## src/rtl/alu_pkg.sv

```systemverilog
`default_nettype none
// ============================================================================
// Module      : alu_pkg
// Description : Shared types for the execute-stage ALU: the 3-bit operation
//               encoding and the packed status-flag record.
// Revision    : 1.0 - initial release
// ============================================================================
package alu_pkg;

    // Operation select encodings as presented on ALUControl.
    typedef enum logic [2:0] {
        ALU_ADD = 3'b000,
        ALU_SUB = 3'b001,
        ALU_NOT = 3'b010,
        ALU_SLL = 3'b011,
        ALU_SRL = 3'b100,
        ALU_AND = 3'b101,
        ALU_OR  = 3'b110,
        ALU_SLT = 3'b111
    } alu_op_t;

    // Status flags: carry/borrow, signed overflow, negative, zero.
    typedef struct packed {
        logic c;
        logic v;
        logic n;
        logic z;
    } alu_flags_t;

    localparam alu_flags_t c_flags_clear = '0;

endpackage : alu_pkg
`default_nettype wire

```

## src/rtl/alu_shifter.sv

```systemverilog
`default_nettype none
// ============================================================================
// Module      : alu_shifter
// Description : Combinational logical shifter (left or right, zero fill).
//               The whole shift-amount word is honoured: any amount of WIDTH
//               or more shifts every bit out and yields zero.
// Ports       : i_a        - value to shift
//               i_shamt    - shift amount (full WIDTH bits)
//               i_right    - 1 = logical right, 0 = logical left
//               o_result   - shifted value
// Revision    : 1.0 - initial release
// ============================================================================
module alu_shifter #(
    parameter int WIDTH = 16
) (
    input  logic [WIDTH-1:0] i_a,
    input  logic [WIDTH-1:0] i_shamt,
    input  logic             i_right,
    output logic [WIDTH-1:0] o_result
);

    localparam logic [WIDTH-1:0] c_max_shamt = WIDTH'(WIDTH - 1);

    logic w_oversize;

    // Saturation is explicit so the result never depends on how a tool
    // treats shift amounts wider than the operand.
    assign w_oversize = (i_shamt > c_max_shamt);

    always_comb begin
        o_result = '0;
        if (!w_oversize) begin
            if (i_right) begin
                o_result = i_a >> i_shamt;
            end else begin
                o_result = i_a << i_shamt;
            end
        end
    end

endmodule : alu_shifter
`default_nettype wire

```

## src/rtl/alu.sv

```systemverilog
`default_nettype none
// ============================================================================
// Module      : alu
// Description : Integer ALU for the execute stage. ALUResult and zero are
//               combinational from a, b and ALUControl; a four-bit status
//               flag bank (c, v, n, z) captures the current operation's
//               flags on each rising clk while flag_en is high.
// Ports       : clk        - clock for the flag bank
//               reset      - asynchronous active-high clear of the flags
//               a, b       - operands (b is the shift amount for shifts)
//               ALUControl - operation select (see alu_pkg::alu_op_t)
//               flag_en    - load enable for the flag bank
//               ALUResult  - combinational result
//               zero       - combinational ALUResult == 0
//               flag_c/v/n/z - registered carry, overflow, negative, zero
// Revision    : 1.0 - initial release
// ============================================================================
module alu
    import alu_pkg::*;
#(
    parameter int WIDTH = 16
) (
    input  logic             clk,
    input  logic             reset,
    input  logic [WIDTH-1:0] a,
    input  logic [WIDTH-1:0] b,
    input  logic [2:0]       ALUControl,
    input  logic             flag_en,
    output logic [WIDTH-1:0] ALUResult,
    output logic             zero,
    output logic             flag_c,
    output logic             flag_v,
    output logic             flag_n,
    output logic             flag_z
);

    localparam int c_msb = WIDTH - 1;

    logic             w_sub;
    logic [WIDTH-1:0] w_b_eff;
    logic [WIDTH:0]   w_sum_ext;
    logic [WIDTH-1:0] w_sum;
    logic             w_cout;
    logic             w_ovf_add;
    logic             w_ovf_sub;
    logic             w_lt;
    logic             w_shift_right;
    logic [WIDTH-1:0] w_shift;
    logic [WIDTH-1:0] w_result;
    alu_flags_t       w_next;
    alu_flags_t       r_flags;

    // SUB and SLT share the adder in subtract mode (b inverted, carry-in 1).
    // Anything else, including unknown select values, keeps it adding.
    always_comb begin
        w_sub = 1'b0;
        case (ALUControl)
            ALU_SUB, ALU_SLT: w_sub = 1'b1;
            default:          w_sub = 1'b0;
        endcase
    end

    assign w_b_eff   = b ^ {WIDTH{w_sub}};
    assign w_sum_ext = {1'b0, a} + {1'b0, w_b_eff} + {{WIDTH{1'b0}}, w_sub};
    assign w_sum     = w_sum_ext[WIDTH-1:0];
    assign w_cout    = w_sum_ext[WIDTH];

    assign w_ovf_add = (a[c_msb] == b[c_msb]) && (w_sum[c_msb] != a[c_msb]);
    assign w_ovf_sub = (a[c_msb] != b[c_msb]) && (w_sum[c_msb] != a[c_msb]);

    // Signed less-than from the difference: its sign, corrected when the
    // subtraction overflowed.
    assign w_lt = w_sum[c_msb] ^ w_ovf_sub;

    assign w_shift_right = (ALUControl == ALU_SRL);

    alu_shifter #(
        .WIDTH (WIDTH)
    ) u_shifter (
        .i_a      (a),
        .i_shamt  (b),
        .i_right  (w_shift_right),
        .o_result (w_shift)
    );

    always_comb begin
        w_result = w_sum;
        w_next   = c_flags_clear;
        case (ALUControl)
            ALU_SUB: begin
                w_result = w_sum;
                w_next.c = ~w_cout;      // carry-out low means a borrow
                w_next.v = w_ovf_sub;
            end
            ALU_NOT: w_result = ~a;
            ALU_SLL: w_result = w_shift;
            ALU_SRL: w_result = w_shift;
            ALU_AND: w_result = a & b;
            ALU_OR:  w_result = a | b;
            ALU_SLT: w_result = {{(WIDTH-1){1'b0}}, w_lt};
            default: begin               // ADD and any unknown select
                w_result = w_sum;
                w_next.c = w_cout;
                w_next.v = w_ovf_add;
            end
        endcase
        w_next.n = w_result[c_msb];
        w_next.z = (w_result == '0);
    end

    assign ALUResult = w_result;
    assign zero      = (w_result == '0);

    always_ff @(posedge clk or posedge reset) begin
        if (reset) begin
            r_flags <= c_flags_clear;
        end else if (flag_en) begin
            r_flags <= w_next;
        end
    end

    assign flag_c = r_flags.c;
    assign flag_v = r_flags.v;
    assign flag_n = r_flags.n;
    assign flag_z = r_flags.z;

endmodule : alu
`default_nettype wire

```

## config.mk

```make
export PLATFORM = sky130hd
export DESIGN_NAME = alu
export DESIGN_NICKNAME = d
export VERILOG_FILES = /design/src/rtl/alu_pkg.sv /design/src/rtl/alu_shifter.sv /design/src/rtl/alu.sv
export SDC_FILE = /design/constraint.sdc
export NUM_CORES = 1
export LEC_CHECK = 0
export ABC_AREA = 1
export CORE_MARGIN = 5
export CORE_UTILIZATION = 50
export DETAILED_ROUTE_END_ITERATION = 16
export HOLD_SLACK_MARGIN = 0.03
export PLACE_DENSITY = 0.75
export SLEW_MARGIN = 20
export SYNTH_ARGS = -nofsm -noshare
export SYNTH_HDL_FRONTEND = slang
export SYNTH_SLANG_ARGS = --single-unit
```

## constraint.sdc

```tcl
create_clock -name clk -period 7.8 [get_ports clk]
set_input_delay 1.56 -clock clk [delete_from_list [all_inputs] [get_ports clk]]
set_output_delay 1.56 -clock clk [all_outputs]
set_load 0.01 [all_outputs]
```

# Yosys cells after proc, flatten, opt, wreduce, memory -nomap -nowiden
# Index checks and enable logic that the tools add are counted.
# word_totals
ff_bits	4
latchBits	0
ram_bits	0
romBits	0
inputBits	38
wordCells	36
mem_count	0
# op_classes
addsub	2
n_mul	0
div	0
n_lt_le_gt_ge	1
eq_ne	10
n_shift	2
mux	5
bitwise	6
reduce_logical	6
# ops
cell	n
$pmux W16 S5	1
$mux W16	2
$add A16 B16 Y17	1
$add A17 B1 Y17	1
$and A16 B16 Y16	1
$gt A16 B4 Y1 const B	1
$logic_not A16 Y1	1
$not A16 Y16	1
$or A16 B16 Y16	1
$shl A16 B16 Y16	1
$shr A16 B16 Y16	1
$xor A16 B16 Y16	1
$eq A3 B3 Y1 const B	4
$eq A3 B2 Y1 const B	2
$reduce_or A6 Y1	1
$pmux W2 S2	1
$reduce_or A2 Y1	2
$eq A3 B1 Y1 const B	1
$logic_and A1 B1 Y1	2
$ne A1 B1 Y1	2
$eq A1 B1 Y1	1
$mux W1	1
$not A1 Y1	1
$xor A1 B1 Y1	1

# Longest topological paths before layout
# Gate-level depths: netlist of run 1.
# logic_depth
ltp_word	11
depth_mapped	24

# Cells and area by module
# A second synthesis of run 1 with hierarchy kept.
# hier_totals
cells_unflattened	739
hier_area_um2	3863.7
# modules_own_cells
module	n_inst	cells_each	area_per_inst_um2	seq_area_each_um2
alu	1	383	2107.0	100.1
alu_shifter	1	356	1756.7	0.0

# Worst setup path before layout of run 1
# Ideal clock, no wire load.
# synth_timing
path_type	input to output
startpoint	input port ALUControl[2]
endpoint	output port zero
arrival_ps	4563
slack_ps	1677
stages	19
path_buffers	1
cell_sequence	inv_1 nand3_2 nand2_1 clkbuf_1 xor2_1 fa_1 nand3_1 nand2_1 a21boi_0 o21ai_0 inv_1 o21bai_1 xor2_1 nand2_1 nand3_1 nor2_1 nand2_1 nor2_1 and2_1
# synth_between
word_cells_on_any_way	20
# synth_lines
item	line_no	text
start, declared	alu.sv:27	input logic [2:0] ALUControl,
$eq A3 B3 Y1 or $eq A3 B1 Y1 (tied branches)	alu.sv:57, alu.sv:89	
$reduce_or A2 Y1	alu.sv:57	case (ALUControl)
$mux W1	alu.sv:57	
$xor A16 B16 Y16	alu.sv:63	assign w_b_eff = b ^ {WIDTH{w_sub}};
$add A16 B16 Y17	alu.sv:64	assign w_sum_ext = {1'b0, a} + {1'b0, w_b_eff} + {{WIDTH{1'b0}}, w_sub};
$add A17 B1 Y17	alu.sv:64	
$pmux W16 S5 (*)	alu.sv:89	case (ALUControl)
via ALUResult[10]	alu.sv:29	output logic [WIDTH-1:0] ALUResult,
$logic_not A16 Y1 (*)	alu.sv:112	assign zero = (w_result == '0);
end, declared	alu.sv:30	output logic zero,
# Mark *: on every way through the listed nets, which the timed path passes. The rest lies on a longest branch.

# Worst setup path in the final report of run 1
# layout_timing
startpoint	input port ALUControl[2]
endpoint	output port zero
# layout_between
elab_chain_len	11
word_cells_on_any_way	20
# layout_lines
item	line_no	text
$eq A3 B3 Y1 or $eq A3 B1 Y1 (tied branches)	alu.sv:57, alu.sv:89	
$reduce_or A2 Y1	alu.sv:57	
$mux W1	alu.sv:57	
$xor A16 B16 Y16	alu.sv:63	
$add A16 B16 Y17	alu.sv:64	
$add A17 B1 Y17	alu.sv:64	
$ne A1 B1 Y1	alu.sv:69	assign w_ovf_sub = (a[c_msb] != b[c_msb]) && (w_sum[c_msb] != a[c_msb]);
$logic_and A1 B1 Y1	alu.sv:69	
$xor A1 B1 Y1	alu.sv:73	assign w_lt = w_sum[c_msb] ^ w_ovf_sub;
$pmux W16 S5 (*)	alu.sv:89	
$logic_not A16 Y1 (*)	alu.sv:112	
# Every way passes the cells marked *; elsewhere a longest branch is shown, timed or not.

==> out/metrics.csv, run 1 <==
stage,metric,value,unit
floorplanning,die_width,93.99,um
drt,drc,0,
floorplanning,dieArea,8834,um2
setup_path,r2r_setup_slack,7160,ps
logic_synthesis,ys_seq_elements,4,
status,status,"finished, final reports clean",
setup_path,timing.critical_path.buf_inv,4,
logic_synthesis,ys.flop_type,dfrtp_1,
timing,min_period_over_period,0.9382,
setup_path,crit_path_end_kind,primary output,
layout,final_area,4190,um2
place,routabilityCongestion,1.017,
global_routing,grt_max_degree,44,
logic_synthesis,netlist_area,3527,um2
logic_synthesis,synth_edf_count,0,
pwr,power.density,92.22,nW/um2
place,dp_cells,825,
floorplanning,core-area,6832,um2
logic_synthesis,syn_inst,694,
logic_synthesis,synth_top_area_share,0.2841,
timing,worst_slew_pin_slew,989.6,ps
pwr,seq_power_share,0.064,
setup_path,cp_common_cell,nand2_1,
floorplanning,fp-row-count,30,
floorplanning,io_pins,59,
timing,fmax,136.6,MHz
timing,timing.final.setup_violations,0,
setup_path,crit_chain,"clkdlybuf4s50_1, inv_1, nand3_2, nand2_1, xor2_1, fa_1, nand3_1, nand2_1, a21boi_0, o21ai_0, inv_1, o21bai_1, xor2_1, nand2_1, nand3_1, nor2_1, nand2_1, nor2_1, and2_1, clkdlybuf4s50_1",
clocking,postCtsSetupRepairBufs,0,
drt,wire_per_inst,16.11,um
setup_path,reg2reg_to,flag_c$_DFFE_PP0P_,
global_routing,antenna_found_initial,0,
place,hpwlAfterDp,10490,um
pwr,swShare,0.5253,
layout,final_common_cell,nand2_1,
worst_hold_path,hold_path.class,reg2reg,
worst_hold_path,min_to,flag_n$_DFFE_PP0P_,
logic_synthesis,ys_types,41,
floorplanning,die_y,93.99,um
layout,fin_nets,794,
setup_path,slowest_stage,nand2_1,
floorplanning,start_util,0.5163,
clocking,cts.sinks,4,
timing,drv_slew,0,
drt,via_per_inst,5.949,
drt,routed-via-count,4926,
pwr,comb_power_share,0.823,
clocking,clockBufferDepth,2,
layout,drive_above_1_share,0.04645,
logic_synthesis,synth_nets,754,
setup_path,cpPeakStageDelay,600,ps
layout,stdcell_count,828,
pwr,p_int,0.1834,mW
timing,slew-limit-headroom,0.3381,
pwr,p_leak,2.133,nW
logic_synthesis,synth_area_leaders,"nand2_1 (28%), nand3_1 (18%), ha_1 (7.4%)",
pwr,vdd_drop_max,0.1212,mV
setup_path,start_kind,input pin,
setup_path,crit_fanout,14,
setup_path,critPathTopFamily,simple AND/OR/NAND/NOR gates,
clocking,clock_latency,220,ps
pwr,power,0.3864,mW
place,place_area,4149,um2
timing,holdWs,482.5,ps
timing,min_period,7318,ps
logic_synthesis,yosysSeqAreaShare,0.02838,
pwr,switching_power,0.2030,mW
place,io_buffers,58,
clocking,clk_pin_slew,30,ps
drt,drt_pre_antenna_iters,5,
setup_path,arrival,5760,ps
layout,area_growth,18.80,%
global_routing,grt_util_all_layers,0.2960,
timing,finalHoldViolCount,0,
timing,rsz0062_at_grt,no,
clocking,hold_buffers,0,
timing,tns,0,ps
clocking,clock-root-buffer,clkbuf_8,
layout,layout_common_cells,"nand2_1 (267), nand3_1 (126), clkdlybuf4s50_1 (58), inv_1 (45), nor2_1 (43)",
worst_hold_path,min-delay-start,flag_n$_DFFE_PP0P_,
place,dp_slack,523.2,ps
timing,layout_setup_ws,481.8,ps
layout,nFillCells,739,
layout,fin_util,0.6134,
layout,n_antenna_cell,0,
global_routing,overflow,0,
layout,multi_input_area,3078,um2
setup_path,r2r_cells,2,
drt,ant_nets,0,
logic_synthesis,yosysTopAreaCell,nand2_1,
worst_hold_path,hold_depth,2,
drt,dr.first_iter.drc_count,386,
layout,register_area,100.1,um2
pwr,clkPwrFrac,0.113,
clocking,numCtsBuffers,3,
global_routing,grt_pass1_wl,21110,um
logic_synthesis,yosys_warnings,0,
setup_path,cp_data_required_time,6240,ps
setup_path,r2r-start,flag_c$_DFFE_PP0P_,
global_routing,grt_pass1_vias,4480,
logic_synthesis,ys_async_sr_fraction,1.000,
clocking,cts_tree,done,
timing,skew,0,ps
run,max_cap_violations,0,
setup_path,critPathKind,in2out,
drt,wl,13340,um
logic_synthesis,avgSynthCellArea,5.082,um2
clocking,cts_max_level,1,
clocking,postCtsResizedCells,0,
power groups by stage:
stage	sequential, mW	clock (mW)	combinational [mW]
floorplan	0.0264	0	0.197
global placement	0.0253	0	0.309
detailed placement	0.0251	0	0.312
CTS	0.0249	0.0451	0.314
global route	0.0254	0.0476	0.350
finish	0.0249	0.0435	0.318
kinds of logic after synthesis:
group	synth area share
AO/OA/AOI/OAI	0.1515
buffers and inverters	0.09897
AND/OR/NAND/NOR	0.5839
adder cells (fa/ha/maj)	0.08017
flip-flops	0.02838
XOR/XNOR	0.05711
metal layers:
metal	wire length (um)	GRT usage	up-vias
li1	-	-	2396
met1	5568	0.3751	2262
met2	6265	0.5021	219
met3	887	0.02724	49
met4	615	0.1372	0
met5	0	0	-
area by class of cell:
| class | instances | area share |
|---|---|---|
| Timing Repair Buffer | 70 | 0.1600 |
| Multi-Input combinational cell | 607 | 0.7345 |
| Inverter | 48 | 0.04300 |
| Tap cell | 96 | 0.02867 |
| Sequential cell | 4 | 0.02389 |
| Clock buffer | 3 | 0.009854 |
synthesized netlist by cell type (2+ instances only):
library cell and number:
nand4_1 10, a21oi_1 35, nand3_2 6, xor2_1 22, inv_1 45, nand2_2 3
clkbuf_1 13, o22ai_1 11, ha_1 21, o21bai_1 2, buf_4 3, o21ai_1 3
nor2_1 43, buf_6 2, nand2_1 267, dfrtp_1 4, buf_2 9, buf_1 8
nand3_1 126, a21oi_2 2, nand4_2 3, clkinv_1 3, o21ai_0 23, or2_2 2
nor3_1 2, a211oi_1 3, a221oi_1 2, and2_1 3, a31oi_1 6
registers in the layout (all words and copies together) (netlist names):
register and flops:
flag_z 1, flag_n 1, flag_c 1, flag_v 1
worst max-delay path by stage:
stage,cells past startpoint,to,start,slack [ps]
after floorplan,19,zero,ALUControl[2],1680
after global placement,20,zero,ALUControl[2],670
after detailed placement,20,zero,ALUControl[2],520
after CTS,20,zero,ALUControl[2],510
after global routing,20,zero,ALUControl[2],140
final,20,zero,ALUControl[2],480
worst min-delay path, cell delays in order (launching register included):
cell and delay, ps:
dfrtp_1 340, nand2_1 50, nand2_1 50
No activity file was read; power rests on OpenSTA's default activity.
==> run 2, diff against run 1 <==
Settings changed: GPL_ROUTABILITY_DRIVEN from default to 0.
Clock period 7.8 ns to 8.1 ns, I/O delays scaled along.
==> run 2 against run 1 <==
Net effect:
- sequential share of layout area is essentially flat
- critical path depth stayed put
- register-to-register slack gained 290 ps
- count of clock-buffer cells in the layout unchanged
- sequential power down 2%
- sequential cell count is the same
- die area unchanged
- global-route usage fell by 0.92 points
- total power fell by 3.9%
- final area up 0.18%
- worst hold slack improved by 4.1 ps
- critical path type unchanged
==> out/metrics.csv, run 2 (same netlist as run 1, synthesis figures left out) <==
stage,metric,value,unit,change
status,status,"finished, final reports clean",,
run,max_cap_violations,0,,unchanged
pwr,power.density,88.42,nW/um2,-4.1%
layout,fin_nets,795,,+0.13%
timing,fmax,133.1,MHz,
drt,via_per_inst,5.913,,-0.61%
clocking,hold_buffers,0,,unchanged
layout,stdcell_count,829,,+0.12%
timing,rsz0062_at_grt,no,,
setup_path,crit_path_end_kind,primary output,,
floorplanning,dieArea,8834,um2,unchanged
clocking,clock_latency,210,ps,about the same
global_routing,grt_util_all_layers,0.2867,,-0.009245
setup_path,timing.critical_path.buf_inv,4,,unchanged
layout,final_common_cell,nand2_1,,
drt,dr.first_iter.drc_count,433,,+12%
drt,drc,0,,unchanged
floorplanning,die_y,93.99,um,unchanged
setup_path,start_kind,input pin,,
setup_path,slowest_stage,nand2_1,,
floorplanning,start_util,0.5163,,unchanged
timing,finalHoldViolCount,0,,unchanged
clocking,cts_max_level,1,,unchanged
global_routing,grt_max_degree,44,,unchanged
layout,nFillCells,734,,-0.68%
layout,drive_above_1_share,0.04775,,+0.001301
clocking,clock-root-buffer,clkbuf_8,,
global_routing,antenna_found_initial,0,,unchanged
clocking,numCtsBuffers,3,,unchanged
setup_path,crit_chain,"clkdlybuf4s50_1, inv_1, nand3_2, nand2_1, xor2_1, fa_1, nand3_1, nand2_1, a21boi_0, o21ai_0, inv_1, o21bai_1, xor2_1, nand2_1, nand3_1, nor2_1, nand2_1, nor2_1, and2_1, clkdlybuf4s50_1",,
drt,wire_per_inst,15.48,um,-3.9%
timing,tns,0,ps,unchanged
place,dp_cells,826,,+0.12%
floorplanning,fp-row-count,30,,unchanged
setup_path,cpPeakStageDelay,610,ps,about the same
clocking,postCtsSetupRepairBufs,0,,unchanged
timing,worst_slew_pin_slew,794.0,ps,-195.6 ps
layout,register_area,100.1,um2,unchanged
timing,holdWs,486.6,ps,+4.117 ps
pwr,p_leak,2.138,nW,+0.24%
setup_path,critPathKind,in2out,,
drt,wl,12830,um,-3.8%
global_routing,grt_pass1_vias,4414,,-1.5%
timing,drv_slew,0,,unchanged
setup_path,critPathTopFamily,simple AND/OR/NAND/NOR gates,,
layout,final_area,4198,um2,+0.18%
global_routing,grt_pass1_wl,20620,um,-2.4%
global_routing,overflow,0,,unchanged
drt,routed-via-count,4902,,-0.49%
timing,slew-limit-headroom,0.4694,,+0.1313
floorplanning,die_width,93.99,um,unchanged
pwr,vdd_drop_max,0.1073,mV,-11%
timing,timing.final.setup_violations,0,,unchanged
worst_hold_path,hold_path.class,reg2reg,,
pwr,power,0.3712,mW,-3.9%
timing,min_period_over_period,0.9277,,
clocking,clockBufferDepth,2,,unchanged
layout,area_growth,19.01,%,
clocking,cts.sinks,4,,unchanged
layout,layout_common_cells,"nand2_1 (267), nand3_1 (126), clkdlybuf4s50_1 (58), inv_1 (45), nor2_1 (43)",,
floorplanning,io_pins,59,,unchanged
place,hpwlAfterDp,10030,um,-4.5%
place,place_area,4156,um2,+0.18%
setup_path,cp_common_cell,nand2_1,,
clocking,postCtsResizedCells,0,,unchanged
setup_path,arrival,5890,ps,+130 ps
setup_path,crit_fanout,15,,+1
clocking,cts_tree,done,,
setup_path,cp_data_required_time,6480,ps,+240 ps
place,io_buffers,58,,unchanged
timing,skew,0,ps,unchanged
layout,multi_input_area,3078,um2,unchanged
drt,drt_pre_antenna_iters,5,,unchanged
drt,ant_nets,0,,unchanged
layout,n_antenna_cell,0,,unchanged
timing,min_period,7515,ps,
floorplanning,core-area,6832,um2,unchanged
clocking,clk_pin_slew,30,ps,about the same
[run 2: metrics by stage]
step | utilization | setup slack (ps)
2_1_floorplan | - | 1857
6_report | 0.6145 | 585.3
3_3_place_gp | 0.6084 | 829.8
4_1_cts | 0.6145 | 656.7
3_5_place_dp | 0.6084 | 668.4
5_1_grt | 0.6145 | 213.6
[run 2: worst paths after layout]
path	end	cells past startpoint	slack (ps)	start
max reg2reg	flag_c$_DFFE_PP0P_	2	7450	flag_c$_DFFE_PP0P_
min	flag_z$_DFFE_PP0P_	2	490	flag_z$_DFFE_PP0P_
max in group asynchronous	flag_c$_DFFE_PP0P_	2	6360	reset
min reg2reg	flag_z$_DFFE_PP0P_	2	490	flag_z$_DFFE_PP0P_
max	zero	20	590	ALUControl[2]
min in group asynchronous	flag_v$_DFFE_PP0P_	2	1590	reset
[run 2: cell type report]
| type | count | share of cell area |
|---|---|---|
| Inverter | 48 | 0.04292 |
| Timing Repair Buffer | 71 | 0.1615 |
| Clock buffer | 3 | 0.009836 |
| Multi-Input combinational cell | 607 | 0.7332 |
| Tap cell | 96 | 0.02861 |
| Sequential cell | 4 | 0.02384 |
[run 2: where the power goes]
group,switching (mW),total (mW),internal (mW)
clock network,0.0102,0.0419,0.0317
logic,0.182,0.305,0.123
registers,0.00164,0.0243,0.0227
[run 2: tightest hold or removal path, cell delays in order (launching register included)]
cell	delay, ps
dfrtp_1	330
nand2_1	60
nand2_1	60
[run 2: routing by layer]
layer	wire, um	global-route usage	up-vias	part of all wire
met1	5104	0.3651	2214	0.40
li1	-	-	2397	-
met3	1197	0.02965	39	0.093
met4	476	0.1143	0	0.037
met2	6054	0.4908	252	0.47
met5	0	0	-	0
